$ cat src/rtl/axil_sorter_pkg.sv
`default_nettype none
// ============================================================================
// Module   : axil_sorter_pkg
// Brief    : Address map, AXI response codes and FSM states for the sorter
//            FIFO AXI4-Lite read port.
// Revision : 1.0 - initial release
// ============================================================================
package axil_sorter_pkg;

    localparam logic [31:0] ADDR_VAL    = 32'h0000_0000;
    localparam logic [31:0] ADDR_IVAL   = 32'h0000_0004;
    localparam logic [31:0] ADDR_STAT   = 32'h0000_0008;

    localparam logic [1:0]  RESP_OKAY   = 2'b00;
    localparam logic [1:0]  RESP_SLVERR = 2'b10;
    localparam logic [1:0]  RESP_DECERR = 2'b11;

    typedef enum logic [1:0] {
        ST_IDLE  = 2'd0,
        ST_FETCH = 2'd1,
        ST_RESP  = 2'd2
    } state_t;

    // Status word: flags on top, 12-bit occupancy fields for each FIFO.
    function automatic logic [31:0] pack_status(
        input logic        ival_full,
        input logic        val_full,
        input logic        ival_empty,
        input logic        val_empty,
        input logic [11:0] ival_ctr,
        input logic [11:0] val_ctr
    );
        return {ival_full, val_full, ival_empty, val_empty, ival_ctr, 4'h0, val_ctr};
    endfunction

endpackage
`default_nettype wire

$ cat src/rtl/axil_sorter_reader.sv
`default_nettype none
// ============================================================================
// Module   : axil_sorter_reader
// Brief    : AXI4-Lite read-only slave that pops the val/ival FIFOs or
//            returns their status, one outstanding read at a time.
// Revision : 1.0 - initial release
// ============================================================================
module axil_sorter_reader
    import axil_sorter_pkg::*;
#(
    parameter int WIDTH = 32,
    parameter int DEPTH = 10
) (
    input  logic             clk,
    input  logic             rst,
    input  logic [31:0]      ARADDR,
    input  logic             ARVALID,
    output logic             ARREADY,
    output logic [31:0]      RDATA,
    output logic [1:0]       RRESP,
    output logic             RVALID,
    input  logic             RREADY,
    output logic             val_rd_en,
    output logic             ival_rd_en,
    input  logic [WIDTH-1:0] val_dout,
    input  logic [WIDTH-1:0] ival_dout,
    input  logic             val_empty,
    input  logic             val_full,
    input  logic             ival_empty,
    input  logic             ival_full,
    input  logic [DEPTH-1:0] val_fifo_ctr,
    input  logic [DEPTH-1:0] ival_fifo_ctr
);

    state_t      r_state;
    state_t      w_state_next;
    logic [31:0] r_araddr;
    logic [31:0] w_araddr_next;
    logic [31:0] r_rdata;
    logic [31:0] w_rdata_next;
    logic [1:0]  r_rresp;
    logic [1:0]  w_rresp_next;
    logic        r_rvalid;
    logic        w_rvalid_next;
    logic        w_val_pop;
    logic        w_ival_pop;
    logic [11:0] w_val_ctr;
    logic [11:0] w_ival_ctr;

    assign w_val_ctr  = 12'(val_fifo_ctr);
    assign w_ival_ctr = 12'(ival_fifo_ctr);

    always_comb begin
        w_state_next  = r_state;
        w_araddr_next = r_araddr;
        w_rdata_next  = r_rdata;
        w_rresp_next  = r_rresp;
        w_rvalid_next = r_rvalid;
        w_val_pop     = 1'b0;
        w_ival_pop    = 1'b0;

        case (r_state)
            ST_IDLE: begin
                if (ARVALID) begin
                    // Non-pop outcomes answer directly; a real pop detours via FETCH.
                    w_araddr_next = ARADDR;
                    w_state_next  = ST_RESP;
                    w_rvalid_next = 1'b1;
                    w_rdata_next  = 32'h0;
                    w_rresp_next  = RESP_OKAY;
                    case (ARADDR)
                        ADDR_VAL: begin
                            if (val_empty) begin
                                w_rresp_next = RESP_SLVERR;
                            end else begin
                                w_val_pop     = 1'b1;
                                w_state_next  = ST_FETCH;
                                w_rvalid_next = 1'b0;
                            end
                        end
                        ADDR_IVAL: begin
                            if (ival_empty) begin
                                w_rresp_next = RESP_SLVERR;
                            end else begin
                                w_ival_pop    = 1'b1;
                                w_state_next  = ST_FETCH;
                                w_rvalid_next = 1'b0;
                            end
                        end
                        ADDR_STAT: begin
                            w_rdata_next = pack_status(ival_full, val_full, ival_empty,
                                                       val_empty, w_ival_ctr, w_val_ctr);
                        end
                        default: begin
                            w_rresp_next = RESP_DECERR;
                        end
                    endcase
                end
            end
            ST_FETCH: begin
                // FIFO dout is valid now, one cycle after the pop strobe.
                w_rdata_next  = (r_araddr == ADDR_IVAL) ? 32'(ival_dout) : 32'(val_dout);
                w_rresp_next  = RESP_OKAY;
                w_rvalid_next = 1'b1;
                w_state_next  = ST_RESP;
            end
            ST_RESP: begin
                if (RREADY) begin
                    w_rvalid_next = 1'b0;
                    w_state_next  = ST_IDLE;
                end
            end
            default: begin
                w_state_next  = ST_IDLE;
                w_rvalid_next = 1'b0;
            end
        endcase
    end

    always_ff @(posedge clk) begin
        if (rst) begin
            r_state  <= ST_IDLE;
            r_araddr <= 32'h0;
            r_rdata  <= 32'h0;
            r_rresp  <= RESP_OKAY;
            r_rvalid <= 1'b0;
        end else begin
            r_state  <= w_state_next;
            r_araddr <= w_araddr_next;
            r_rdata  <= w_rdata_next;
            r_rresp  <= w_rresp_next;
            r_rvalid <= w_rvalid_next;
        end
    end

    // Gate with rst so nothing is accepted or popped while reset is held.
    assign ARREADY    = (r_state == ST_IDLE) && !rst;
    assign val_rd_en  = w_val_pop && !rst;
    assign ival_rd_en = w_ival_pop && !rst;
    assign RDATA      = r_rdata;
    assign RRESP      = r_rresp;
    assign RVALID     = r_rvalid;

endmodule
`default_nettype wire

$ cat config.mk
export PLATFORM = sky130hd
export DESIGN_NAME = axil_sorter_reader
export DESIGN_NICKNAME = d
export VERILOG_FILES = /design/src/rtl/axil_sorter_pkg.sv /design/src/rtl/axil_sorter_reader.sv
export SDC_FILE = /design/constraint.sdc
export NUM_CORES = 1
export LEC_CHECK = 0
export ABC_CLOCK_PERIOD_IN_PS = 1900
export BUFFER_PORTS_ARGS = -buffer_cell sky130_fd_sc_hd__buf_2
export CAP_MARGIN = 5
export CORE_AREA = 2 2 96 98
export CTS_CLUSTER_DIAMETER = 120
export CTS_CLUSTER_SIZE = 25
export DETAILED_ROUTE_END_ITERATION = 12
export DIE_AREA = 0 0 98 100
export PLACE_DENSITY = 0.67
export SETUP_SLACK_MARGIN = 0.4
export SYNTH_ARGS = -nofsm -noshare
export SYNTH_HDL_FRONTEND = slang
export SYNTH_SLANG_ARGS = --single-unit
$ cat constraint.sdc
create_clock -name clk -period 1.9 [get_ports clk]
set_clock_uncertainty 0.05 [all_clocks]
set_input_delay 0 -clock clk [delete_from_list [all_inputs] [get_ports clk]]
set_output_delay 0 -clock clk [all_outputs]
set_load 0.02 [all_outputs]
Yosys cells after proc, flatten, opt, wreduce, memory -nomap -nowiden
Cells that the tools add are included.
{"block": "word_totals", "register_bits": 69, "in_bits": 124, "out_inout_bits": 38, "elab_cells": 51}
{"block": "classes", "eq_ne": 7, "mux": 29, "reduce_logical": 10}
{"cell": "$mux 32", "n": 3}
{"cell": "$eq 32x3->1 const B", "n": 2}
{"cell": "$pmux 32 s2", "n": 1}
{"cell": "$eq 32x4->1 const B", "n": 1}
{"cell": "$logic_not 32->1", "n": 1}
{"cell": "$mux 2", "n": 7}
{"cell": "$mux 1", "n": 12}
{"cell": "$pmux 2 s3", "n": 2}
{"cell": "$pmux 2 s2", "n": 2}
{"cell": "$reduce_and 2->1", "n": 3}
{"cell": "$ne 2x2->1 const B", "n": 2}
{"cell": "$logic_and 1x1->1", "n": 3}
{"cell": "$pmux 1 s3", "n": 1}
{"cell": "$eq 2x1->1 const B", "n": 1}
{"cell": "$eq 2x2->1 const B", "n": 1}
{"cell": "$logic_not 2->1", "n": 1}
{"cell": "$pmux 1 s2", "n": 1}
{"cell": "$reduce_bool 2->1", "n": 1}
{"cell": "$logic_not 1->1", "n": 1}

Depth between registers and ports, before layout
Gate-level depths: netlist (run 1).
{"block": "depth", "depth_word": 5, "depth_mapped": 7, "mapped_depth_nobuf": 5}

Worst setup path before layout (run 1)
Ideal clock, no wire load.
{"block": "synth_path", "kind": "register to register", "startpoint": "register r_araddr[31]", "endpoint": "register r_rdata[0], in the netlist RDATA[0]", "setup_ns": 0.122, "arrival_time_ns": 1.906, "required_ns": 1.728, "path_slack_ns": -0.177, "stages_incl_launch_ff": 7, "path_buffers": 1, "synth_period_minus_slack_ns": 2.077, "cell_sequence": "dfxtp_1 > nor4b_1 > nand4_1 > nor2_1 > clkbuf_1 > mux2_2 > a221o_1"}
{"block": "synth_between", "elab_chain_len": 3}
{"item": "from (decl)", "line": "axil_sorter_reader.sv:37", "source": "logic [31:0] r_araddr;"}
{"item": "from (signal assigned)", "line": "axil_sorter_reader.sv:129", "source": "r_araddr <= w_araddr_next;"}
{"item": "$eq 32x3->1", "line": "axil_sorter_reader.sv:102", "source": "w_rdata_next = (r_araddr == ADDR_IVAL) ? 32'(ival_dout) : 32'(val_dout);"}
{"item": "$mux 32", "line": "axil_sorter_reader.sv:102"}
{"item": "$pmux 32 s2", "line": "axil_sorter_reader.sv:62", "source": "case (r_state)"}
{"item": "to (signal assigned)", "line": "axil_sorter_reader.sv:130", "source": "r_rdata <= w_rdata_next;"}
{"item": "to (decl)", "line": "axil_sorter_reader.sv:39", "source": "logic [31:0] r_rdata;"}
Every way passes these cells.
A chain may end at the register's enable or synchronous reset.

Worst setup path in the final report (run 1)
{"block": "layout_path", "startpoint": "register r_araddr[6]", "endpoint": "register r_rdata[22], in the netlist RDATA[22]"}
The elaborated chain is that of the path after synthesis.

==> results.md, run 1 <==
* GRT met2 Usage at 0.4194
* MaxCap Viol Count at 0
* Failing checks: negative setup slack
* CP Capture Type: register
* Ratio of cells with drive above 1 in the final layout at 0.3981
* Post-synthesis simple-gate area fraction at 0.2303
* CTS tree: yes
* Die height at 100 um
* Number of global-route vias before repair at 3,794
* Clk sink count at 68
* Placed Cells at 592
* Final non-filler cell total at 739
* Top delay family on crit path: simple AND/OR/NAND/NOR gates
* Post-route clock period utilization at 1.089
* Static Leak at 0.002611 uW
* Post-synthesis compound-gate area fraction at 0.1598
* Fmax at around 480 MHz
* Ys async rst share at 0
* Die ar. at 0.009800 mm2
* Total gr overflow at 0
* Antenna diode count at 0
* Clk slew on worst S/H paths at 0.08 ns
* Top-Level Pins at 162
* Total Wirelength at 11,820 um
* Prevailing post-synth register cell: dfxtp_1
* 1st-pass router iterations at 4
* WP depth at 7
* Fillers at 680
* Top-count cell post-synth: nand2_1
* Mapped Area at 0.002999 mm2
* CORE AREA at a little under 0.009 mm2
* Reg2Reg Depth at 7
* CTS Buffer Depth at 2
* Largest net degree at the start of global routing at 33
* Slowest CP cell: dfxtp_1
* Register area share after synthesis at 0.4539
* Cells after Synth at ~330
* GR Util met3 at 0.05084
* Critical path's largest stage delay at between 0.3 and 0.4 ns
* Data arrival, critical path at 2.23 ns
* Setup TNS at -3.395 ns
* Final core occ at 0.6533
* Vias per cell at a little over 5
* Most area-consuming cells after synthesis: dfxtp_1 45%, nand2_1 9.5%, mux2_2 8.3%, a221o_1 8.0%, a21oi_1 5.5%
* Share of the synthesized area in the top cell type at 0.4539
* GRT busiest layer: met2
* Crit Reg-Reg Startpoint: r_araddr[6]
* Unique masters post-synth at 31
* Gr usage total at 0.2353
* Wire length per cell at 16.00 um
* Commonest cells in the netlist: 76 x nand2_1, 68 x dfxtp_1, 33 x a21oi_1
* Die W at 98 um
* CP startpoint kind: register
* GP Congestion at ~0.84
* DRC violations left at 0
* Final Hold Vio Count at 0
* Bufs and invs on worst path at 2
* Post-Syn Nets at 457
* Relative slew slack at 0.3721
* Post-Synth Adder-Cell Area at 0
* DR vias at 3,724
* Hold Crit Class: in2reg
* RSZ-0062 raised after global routing: yes
* Area of the multi-input gates at 0.001755 mm2
* Detail Placement HPWL at 6379 um
* Met1 GRT Util at 0.2626
* Max FO, Critical Path at 12
* Row count at 35
* Setup crit end: RDATA[22]
* Register Area at 0.001371 mm2
* Initial drt markers at 95
* Port Buffers at 161
* Synth Register Bits at 68
* Synth area leader: dfxtp_1
* Routed Antenna Nets at 0
* Crit-path cells: nor4_2, nand4_1, nor2_4, buf_12, buf_12, mux2_4, a221o_1
* Outcome: finished, violations left
* Worst r2r dst: RDATA[22]
* Flop2flop setup slack at -0.17 ns
* Max Transition Viols Final at 0
* Total CTS buffers at 9
* Pwr dens at roughly 620 mW/mm2
* Clock Latency Late Sink at 0.34 ns
* Worst Tran Pin Value at between 0.9 and 1 ns
* Worst Path Required at 2.06 ns
* Final setup violation count at 32
* Synth Area per Inst at 9.006 um2
* Final WS setup at -0.1696 ns
* Xor and xnor area share after synthesis at 0
* Layout area overhead at 93.66%
* Pre-CTS setup slack at -0.2195 ns
* First-pass GRT wire length at 18,600 um
* Post-layout min period at 2.070 ns
* WS Path Type: reg2reg
* Initial Utilization at 0.3374
* Layout Nets at 747
* Maximum VDD drop at 0.4103 mV
* Mux cell area share after synthesis at 0.1206
* Largest family of logic cells by synthesized area: simple AND/OR/NAND/NOR gates
* Synthesis Warnings at 0
* Initial antenna violation count at 0
* H-tree Lvls at 3
* Crit path top cell by count: buf_12
* Crit. Startpoint: r_araddr[6]
* EDFF count, synth at 0
* Root Buffer: clkbuf_8
## worst min-delay path: stages
cell and delay, ns:
buf_2 0.14, or3_4 0.18, nor2_1 0.05
## routing by layer
metal  part of all wire  wire, um  up-vias
li1                   -         -     1771
met1               0.37      4421     1733
met2               0.52      6106      180
met3              0.072       855       40
met4              0.037       439        0
met5                  0         0        -
## worst min-delay path by stage
stage	start	endpoint	cells after the start
2_1_floorplan	val_empty	val_rd_en	1
3_3_place_gp	val_full	RDATA[30]	2
3_5_place_dp	ival_fifo_ctr[5]	RDATA[21]	2
4_1_cts	ARADDR[3]	r_state[0]	3
5_1_grt	rst	RVALID	3
6_report	ARADDR[3]	r_state[0]	3
## kinds of logic (layout without fill, tap and decap cells)
kind of cell,Yosys count,after routing
simple gates,138,138
flops,68,68
mux,33,33
buf+inv,24,319
compound gates,70,70
## area by class of cell
type                       instances  area share
timing repair buffer             302      0.3942
multi-input combinational        241      0.3022
sequential                        68      0.2361
tap                              111     0.02391
clock buffer                      10     0.02370
clock inverter                     6     0.01917
inverter                           1   0.0006463
## placed cells by master (no fill, tap or decap), drive strengths merged
master,count
a211oi,1
a21oi,33
a221o,24
and2,26
and4,1
buf,178
bufinv,3
clkbuf,11
clkinv,2
clkinvlp,1
dfxtp,68
dlygate4sd3,123
inv,1
mux2,25
mux2i,8
nand2,76
nand2b,1
nand4,3
nor2,8
nor3,3
nor3b,1
nor4,15
nor4b,1
o21a,1
o21ai,10
o41ai,1
or3,1
or4,1
or4b,1
## what timing repair did
action,CTS,global route
setup endpoints to repair,34,34
gates cloned,1,1
buffers inserted,5,1
pin swaps,7,12
endpoints found under the hold margin,67,0
hold buffers,123,0
resized for setup,15,16
## power by group
group	leakage, uW	switching (uW)	total [uW]	internal [uW]
logic	0.00193	245	627	382
registers	0.000556	37.3	1510	1470
clock network	0.000122	559	1470	908
## flip-flops by register name (all words and copies together) (netlist names)
name      flops
r_state       1
RRESP         2
r_araddr     32
RVALID        1
RDATA        32
## through the flow
step                      hold slack (ns)  power [uW]  area [um2]
after floorplan                  -0.01443        1723        3159
after global placement             0.1742        1912        4089
after detailed placement           0.1818        1919        4089
after CTS                       -0.009951        3589        5699
after global routing              0.02887        3751        5808
final                             0.02260        3603        5808
Note: power is estimated with default switching activity, not from simulation.
==> run 2, diff against run 1 <==
--- a/config.mk
+++ b/config.mk
@@ -5,15 +5,16 @@
 export SDC_FILE = /design/constraint.sdc
 export NUM_CORES = 1
 export LEC_CHECK = 0
+export ABC_AREA = 1
 export ABC_CLOCK_PERIOD_IN_PS = 1900
 export BUFFER_PORTS_ARGS = -buffer_cell sky130_fd_sc_hd__buf_2
 export CAP_MARGIN = 5
-export CORE_AREA = 2 2 96 98
+export CORE_AREA = 2 2 106 108
 export CTS_CLUSTER_DIAMETER = 120
 export CTS_CLUSTER_SIZE = 25
 export DETAILED_ROUTE_END_ITERATION = 12
-export DIE_AREA = 0 0 98 100
-export PLACE_DENSITY = 0.67
+export DIE_AREA = 0 0 108 110
+export PLACE_DENSITY = 0.71
 export SETUP_SLACK_MARGIN = 0.4
 export SYNTH_ARGS = -nofsm -noshare
 export SYNTH_HDL_FRONTEND = slang
==> results.md, run 2 <==
* Flop2flop setup slack at 0.27 ns (+0.44 ns)
* 1st-pass router iterations at 5 (+1)
* Top-Level Pins at 162 (unchanged)
* Final Hold Vio Count at 0 (unchanged)
* Gr usage total at 0.2136 (-0.02170)
* Clk slew on worst S/H paths at 0.08 ns (about the same)
* Commonest cells in the netlist: 173 x nor2_1, 120 x nand2_1, 68 x dfxtp_1
* Routed Antenna Nets at 0 (unchanged)
* CP Capture Type: register
* WS Path Type: reg2reg
* Critical path's largest stage delay at 0.32 ns (about the same)
* Ys async rst share at 0 (unchanged)
* Post-route clock period utilization at 0.8596 (-0.2297)
* Total CTS buffers at 9 (unchanged)
* Slowest CP cell: dfxtp_1
* Static Leak at 0.002965 uW (+14%)
* Fillers at 994 (+46%)
* Initial antenna violation count at 0 (unchanged)
* First-pass GRT wire length at 20,090 um (+8.1%)
* Row count at 38 (+8.6%)
* Clk sink count at 68 (unchanged)
* Post-layout min period at 1.633 ns (-0.4364 ns)
* Maximum VDD drop at 0.3185 mV (-22%)
* Vias per cell at 4.619 (-8.3%)
* Synth Area per Inst at 6.141 um2 (-32%)
* CP startpoint kind: register
* H-tree Lvls at 3 (unchanged)
* Final core occ at 0.5578 (-0.09557)
* CORE AREA at 0.01070 mm2 (+20%)
* Setup TNS at 0 ns (+3.395 ns)
* Layout Nets at 979 (+31%)
* RSZ-0062 raised after global routing: yes
* Register area share after synthesis at 0.3720 (-0.08193)
* Max Transition Viols Final at 0 (unchanged)
* Max FO, Critical Path at 17 (+5)
* Crit path top cell by count: nor2_1
* GP Congestion at 0.7895 (-6.4%)
* Commonest non-fill, non-tap cell in the layout: nor2_1
* Unique masters post-synth at 23 (-26%)
* Synth Register Bits at 68 (unchanged)
* Worst r2r dst: RDATA[8]
* Fin area at 0.005967 mm2 (+2.7%)
* Placed inst area at 0.004599 mm2 (+12%)
* Worst Path Required at 2.09 ns (+0.03 ns)
* Post-Syn Nets at 720 (+58%)
* Outcome: complete, no violations
* DR vias at 4,619 (+24%)
* CTS tree: yes
* Crit Reg-Reg Startpoint: r_araddr[24]
* Final non-filler cell total at 1,000 (+35%)
* Mapped Area at 0.003660 mm2 (+22%)
* Synth area leader: dfxtp_1
* Die W at 108 um (+10%)
* Largest net degree at the start of global routing at 40 (+21%)
* Total Wirelength at 12,850 um (+8.7%)
* Most area-consuming cells after synthesis: dfxtp_1 37%, nor2_1 18%, nand2_1 12%, o21ai_0 7.1%, inv_1 6.1%
* Setup crit end: RDATA[8]
* Top-count cell post-synth: nor2_1
* Number of global-route vias before repair at 4,432 (+17%)
* Cells after Synth at 596 (+79%)
* Antenna diode count at 0 (unchanged)
* Clock Latency Late Sink at 0.35 ns (about the same)
* Detail Placement HPWL at 7890 um (+24%)
* Port Buffers at 161 (unchanged)
* Layout area overhead at 63.04%
* EDFF count, synth at 0 (unchanged)
* Worst Tran Pin Value at 0.4400 ns (-0.5019 ns)
* Reg2Reg Depth at 10 (+3)
* Initial drt markers at 253 (+170%)
* Wire length per cell at 12.85 um (-20%)
* Total gr overflow at 0 (unchanged)
* Hold Crit Class: in2reg
* MaxCap Viol Count at 0 (unchanged)
* Die ar. at 0.01188 mm2 (+21%)
* Relative slew slack at 0.7057 (+0.3336)
* Share of the synthesized area in the top cell type at 0.3720 (-0.08193)
* Initial Utilization at 0.3421 (+0.004737)
* DRC violations left at 0 (unchanged)
* Fmax at 612.3 MHz (+27%)
* Crit-path cells: nor2_1, nor3b_2, nand2_1, nor2_2, nand2_4, clkbuf_16, nor2_1, nor2_1, nor2_1, nor2_1
* CTS Buffer Depth at 2 (unchanged)
* Ratio of cells with drive above 1 in the final layout at 0.2640 (-0.1341)
* Crit. Startpoint: r_araddr[24]
* Total power at 3652 uW (+1.3%)
* Pwr dens at 612.0 mW/mm2 (-1.4%)
* Die height at 110 um (+10%)
* Data arrival, critical path at 1.83 ns (-0.40 ns)
* Prevailing post-synth register cell: dfxtp_1
* Placed Cells at 877 (+48%)
* Most frequent cells in the layout: 164 x nor2_1, 159 x buf_2, 119 x nand2_1, 99 x dlygate4sd3_1, 66 x dfxtp_1
* Final setup violation count at 0 (-100%)
* Root Buffer: clkbuf_8
* Synthesis Warnings at 0 (unchanged)
[run 2: changes by cell type after synthesis, sizes merged, moves of 7 or more]
| cell | before | now |
|---|---|---|
| nor2 | 8 | 179 |
| inv | 1 | 61 |
| o21ai | 10 | 57 |
| nand2 | 76 | 122 |
| and2 | 26 | 0 |
| mux2 | 25 | 0 |
| a221o | 24 | 0 |
| nand4 | 3 | 27 |
| buf | 6 | 23 |
| nand3 | 0 | 17 |
| nor4 | 15 | 1 |
| a21oi | 33 | 22 |
| mux2i | 8 | 0 |
| clkbuf | 17 | 10 |
[run 2: worst min-delay path by stage]
stage | startpoint | end | slack (ns) | cells after the start
after floorplan | rst | ARREADY | -0.01 | 1
after global placement | ARADDR[7] | r_araddr[7] | 0.22 | 3
after detailed placement | ARADDR[7] | r_araddr[7] | 0.22 | 3
after CTS | val_dout[24] | RDATA[24] | 0.002 | 7
after global routing | val_dout[24] | RDATA[24] | 0.03 | 7
final | val_dout[24] | RDATA[24] | 0.009 | 7
[run 2: metal layers]
metal / global-route usage / vias to the layer above / wire length [um]
met3: 0.04879 / 34 / 791
met5: 0 / - / 0
li1: - / 2381 / -
met2: 0.3850 / 169 / 6194
met4: 0.08791 / 0 / 421
met1: 0.2441 / 2035 / 5446
[run 2: timing repair]
action                                 in CTS  in global routing
pin swaps                                   5                  7
endpoints found under the hold margin      66                  0
hold buffers                               99                  0
buffers inserted                            6                  0
cloned                                      1                  1
resized for setup                          14                 15
setup endpoints to repair                  35                 35
[run 2: cell families after synthesis]
logic type	share of synthesized area
simple gates	0.4085
compound gates	0.1080
buf+inv	0.1115
flops	0.3720
[run 2: layout make-up]
class / count / area [um2] / area share
flip-flops and latches: 68 / 1364 / 0.2286
repair inverters: 1 / 7.507 / 0.001258
clock buffers: 12 / 135.1 / 0.02265
well taps: 140 / 175.2 / 0.02936
repair buffers: 280 / 2013 / 0.3374
multi-input cells: 434 / 1966 / 0.3294
clock inverters: 4 / 73.82 / 0.01237
inverters: 61 / 232.7 / 0.03900
[run 2: per-stage QoR]
stage	hold slack [ns]	setup WS, ns
floorplan	-0.01277	0.4192
global placement	0.2176	0.2348
detailed placement	0.2219	0.1729
CTS	0.001965	0.3250
global route	0.02557	0.1308
finish	0.008584	0.2668
[run 2: power by group]
group          leakage, uW  switching, uW  internal (uW)
Combinational      0.00230            381            388
Clock             0.000105            573            742
Sequential        0.000562           47.0           1520
Total              0.00297           1000           2650
[run 2: critical path: cells and delay by family, from the launching register on]
| family | cells | cell delay, ns |
|---|---|---|
| flops | 1 | 0.32 |
| buf+inv | 1 | 0.20 |
| simple gates | 9 | 0.97 |
==> run 3, diff against run 2 <==
--- a/config.mk
+++ b/config.mk
@@ -9,12 +9,12 @@
 export ABC_CLOCK_PERIOD_IN_PS = 1900
 export BUFFER_PORTS_ARGS = -buffer_cell sky130_fd_sc_hd__buf_2
 export CAP_MARGIN = 5
-export CORE_AREA = 2 2 106 108
+export CORE_AREA = 2 2 114 116
 export CTS_CLUSTER_DIAMETER = 120
 export CTS_CLUSTER_SIZE = 25
 export DETAILED_ROUTE_END_ITERATION = 12
-export DIE_AREA = 0 0 108 110
-export PLACE_DENSITY = 0.71
+export DIE_AREA = 0 0 116 118
+export PLACE_DENSITY = 0.64
 export SETUP_SLACK_MARGIN = 0.4
 export SYNTH_ARGS = -nofsm -noshare
 export SYNTH_HDL_FRONTEND = slang
==> results.md, run 3 (synthesis results as in run 2) <==
* Outcome: complete, no violations
* Worst Tran Pin Value at 0.4277 ns (-0.01221 ns)
* Antenna diode count at 0 (unchanged)
* Maximum VDD drop at 0.5226 mV (+64%)
* Data arrival, critical path at 1.85 ns (+0.02 ns)
* Flop2flop setup slack at 0.28 ns (about the same)
* MaxCap Viol Count at 0 (unchanged)
* Register Area at 0.001366 mm2 (+0.18%)
* Max Transition Viols Final at 0 (unchanged)
* Pre-CTS setup slack at 0.1835 ns (+0.01061 ns)
* Gr usage total at 0.1967 (-0.01697)
* Commonest non-fill, non-tap cell in the layout: nor2_1
* Most frequent cells in the layout: 161 x nor2_1, 159 x buf_2, 117 x nand2_1, 96 x dlygate4sd3_1, 64 x dfxtp_1
* Clk sink count at 68 (unchanged)
* Hold Path Depth at 7 (unchanged)
* Initial drt markers at 196 (-23%)
* Final WS setup at 0.2760 ns (+0.009139 ns)
* Crit. Startpoint: r_araddr[28]
* Final Hold Vio Count at 0 (unchanged)
* Clk slew on worst S/H paths at 0.06 ns (-0.02 ns)
* Total Wirelength at 13,840 um (+7.6%)
* Die height at 118 um (+7.3%)
* Vias per cell at 4.525 (-2.0%)
* Largest net degree at the start of global routing at 40 (unchanged)
* CORE AREA at 0.01241 mm2 (+16%)
* Worst r2r dst: RDATA[6]
* Hold Crit Class: in2reg
* Setup TNS at 0 ns (unchanged)
* Initial antenna violation count at 0 (unchanged)
* Wire length per cell at 13.41 um (+4.3%)
* Post-layout min period at 1.624 ns (-0.009139 ns)
* Static Leak at 0.003055 uW (+3.0%)
* CTS tree: yes
* CP Capture Type: register
* First-pass GRT wire length at 21,150 um (+5.3%)
* Worst Path Required at 2.12 ns (+0.03 ns)
* Area of the multi-input gates at 0.002017 mm2 (+2.6%)
* Root Buffer: clkbuf_16
* Ratio of cells with drive above 1 in the final layout at 0.2826 (+0.01860)
* Fillers at 1,230 (+24%)
* Die ar. at 0.01369 mm2 (+15%)
* Initial Utilization at 0.2948 (-0.04731)
* Max FO, Critical Path at 18 (+1)
* Row count at 41 (+7.9%)
* WS Path Type: reg2reg
* 1st-pass router iterations at 5 (unchanged)
* GP Congestion at 0.7363 (-6.7%)
* Total gr overflow at 0 (unchanged)
* Clock Latency Late Sink at 0.34 ns (about the same)
* Layout area overhead at 70.09%
* Port Buffers at 161 (unchanged)
* Total CTS buffers at 9 (unchanged)
* Top-Level Pins at 162 (unchanged)
* CP startpoint kind: register
* Detail Placement HPWL at 8111 um (+2.8%)
* Routed Antenna Nets at 0 (unchanged)
* RSZ-0062 raised after global routing: yes
* Relative slew slack at 0.7139 (+0.008165)
* H-tree Lvls at 3 (unchanged)
* Post-route clock period utilization at 0.8548 (-0.004810)
* Pwr dens at 664.6 mW/mm2 (+8.6%)
* Hold Crit Endpoint: RDATA[0]
* HP Start: val_dout[0]
* Fmax at 615.7 MHz (+0.56%)
* CTS Buffer Depth at 2 (unchanged)
* Layout Nets at 979 (unchanged)
* DRC violations left at 0 (unchanged)
* Final setup violation count at 0 (unchanged)
* Crit Reg-Reg Startpoint: r_araddr[28]
* DR vias at 4,670 (+1.1%)
* Die W at 116 um (+7.4%)
* Reg2Reg Depth at 11 (+1)
* Number of global-route vias before repair at 4,530 (+2.2%)
-- run 3: changes by cell type in the layout (fill, tap and decap cells not counted), moves of 3 or more --
cell           delta
buf_4             -3
clkbuf_1          -3
clkbuf_16        +10
clkbuf_8          -9
dlygate4sd3_1     -3
inv_6             +4
nor2_1            -3
-- run 3: repair_timing --
action | 4_1_cts | 5_1_grt
hold buffers | 96 | 0
pin swaps | 3 | 2
setup buffers | 4 | 2
endpoints found under the hold margin | 66 | 0
endpoints found under the setup margin | 35 | 36
resized for setup | 18 | 29
gates cloned | 2 | 3
-- run 3: through the flow --
| stage | instances | hold slack [ns] | util | area [um2] | total power, uW |
|---|---|---|---|---|---|
| after floorplan | 596 | -0.01277 | - | 3687 | 1929 |
| after global placement | 909 | 0.2268 | 0.3751 | 4657 | 2183 |
| after detailed placement | 909 | 0.2334 | 0.3751 | 4657 | 2186 |
| after CTS | 1027 | 0.01446 | 0.4879 | 6057 | 4115 |
| after global routing | 1032 | 0.04670 | 0.5014 | 6225 | 4336 |
| final | 1032 | 0.02048 | 0.5014 | 6225 | 4137 |
-- run 3: how the worst max path moves through the flow --
stage          cells after the start          to  slack [ns]
2_1_floorplan                      4  r_state[0]        0.42
5_1_grt                           11    RDATA[4]        0.10
3_5_place_dp                      12   RDATA[29]        0.18
6_report                          11    RDATA[6]        0.28
4_1_cts                           12   RDATA[29]        0.32
3_3_place_gp                      12   RDATA[29]        0.20
-- run 3: layer usage --
| metal | part of all wire | track usage |
|---|---|---|
| met1 | 0.42 | 0.2228 |
| met2 | 0.50 | 0.3425 |
| met3 | 0.052 | 0.05716 |
| met4 | 0.022 | 0.07738 |
| met5 | 0 | 0 |
-- run 3: worst max-delay path, cell delays in order (launching register included) --
cell	delay [ns]
dfxtp_1	0.31
nor2_1	0.11
nor3b_4	0.25
nand2_2	0.10
nor2_4	0.11
nand2_4	0.09
buf_12	0.16
nand2_1	0.07
nand2_1	0.07
nor2_2	0.10
nor2_1	0.05
nor2_1	0.09
-- run 3: report_power, final --
part	leakage, uW	switching (uW)	internal (uW)	total, uW
Combinational	0.00235	402	416	818
Clock	0.000143	711	1030	1750
Sequential	0.000562	51.7	1520	1570
-- run 3: cell type report --
type                       instances  share of cell area
clock buffer                       9             0.03618
tap                              172             0.03457
multi-input combinational        434              0.3240
timing repair inverter             1            0.001206
clock inverter                     7             0.01286
timing repair buffer             280              0.3343
inverter                          61             0.03739
sequential                        68              0.2195
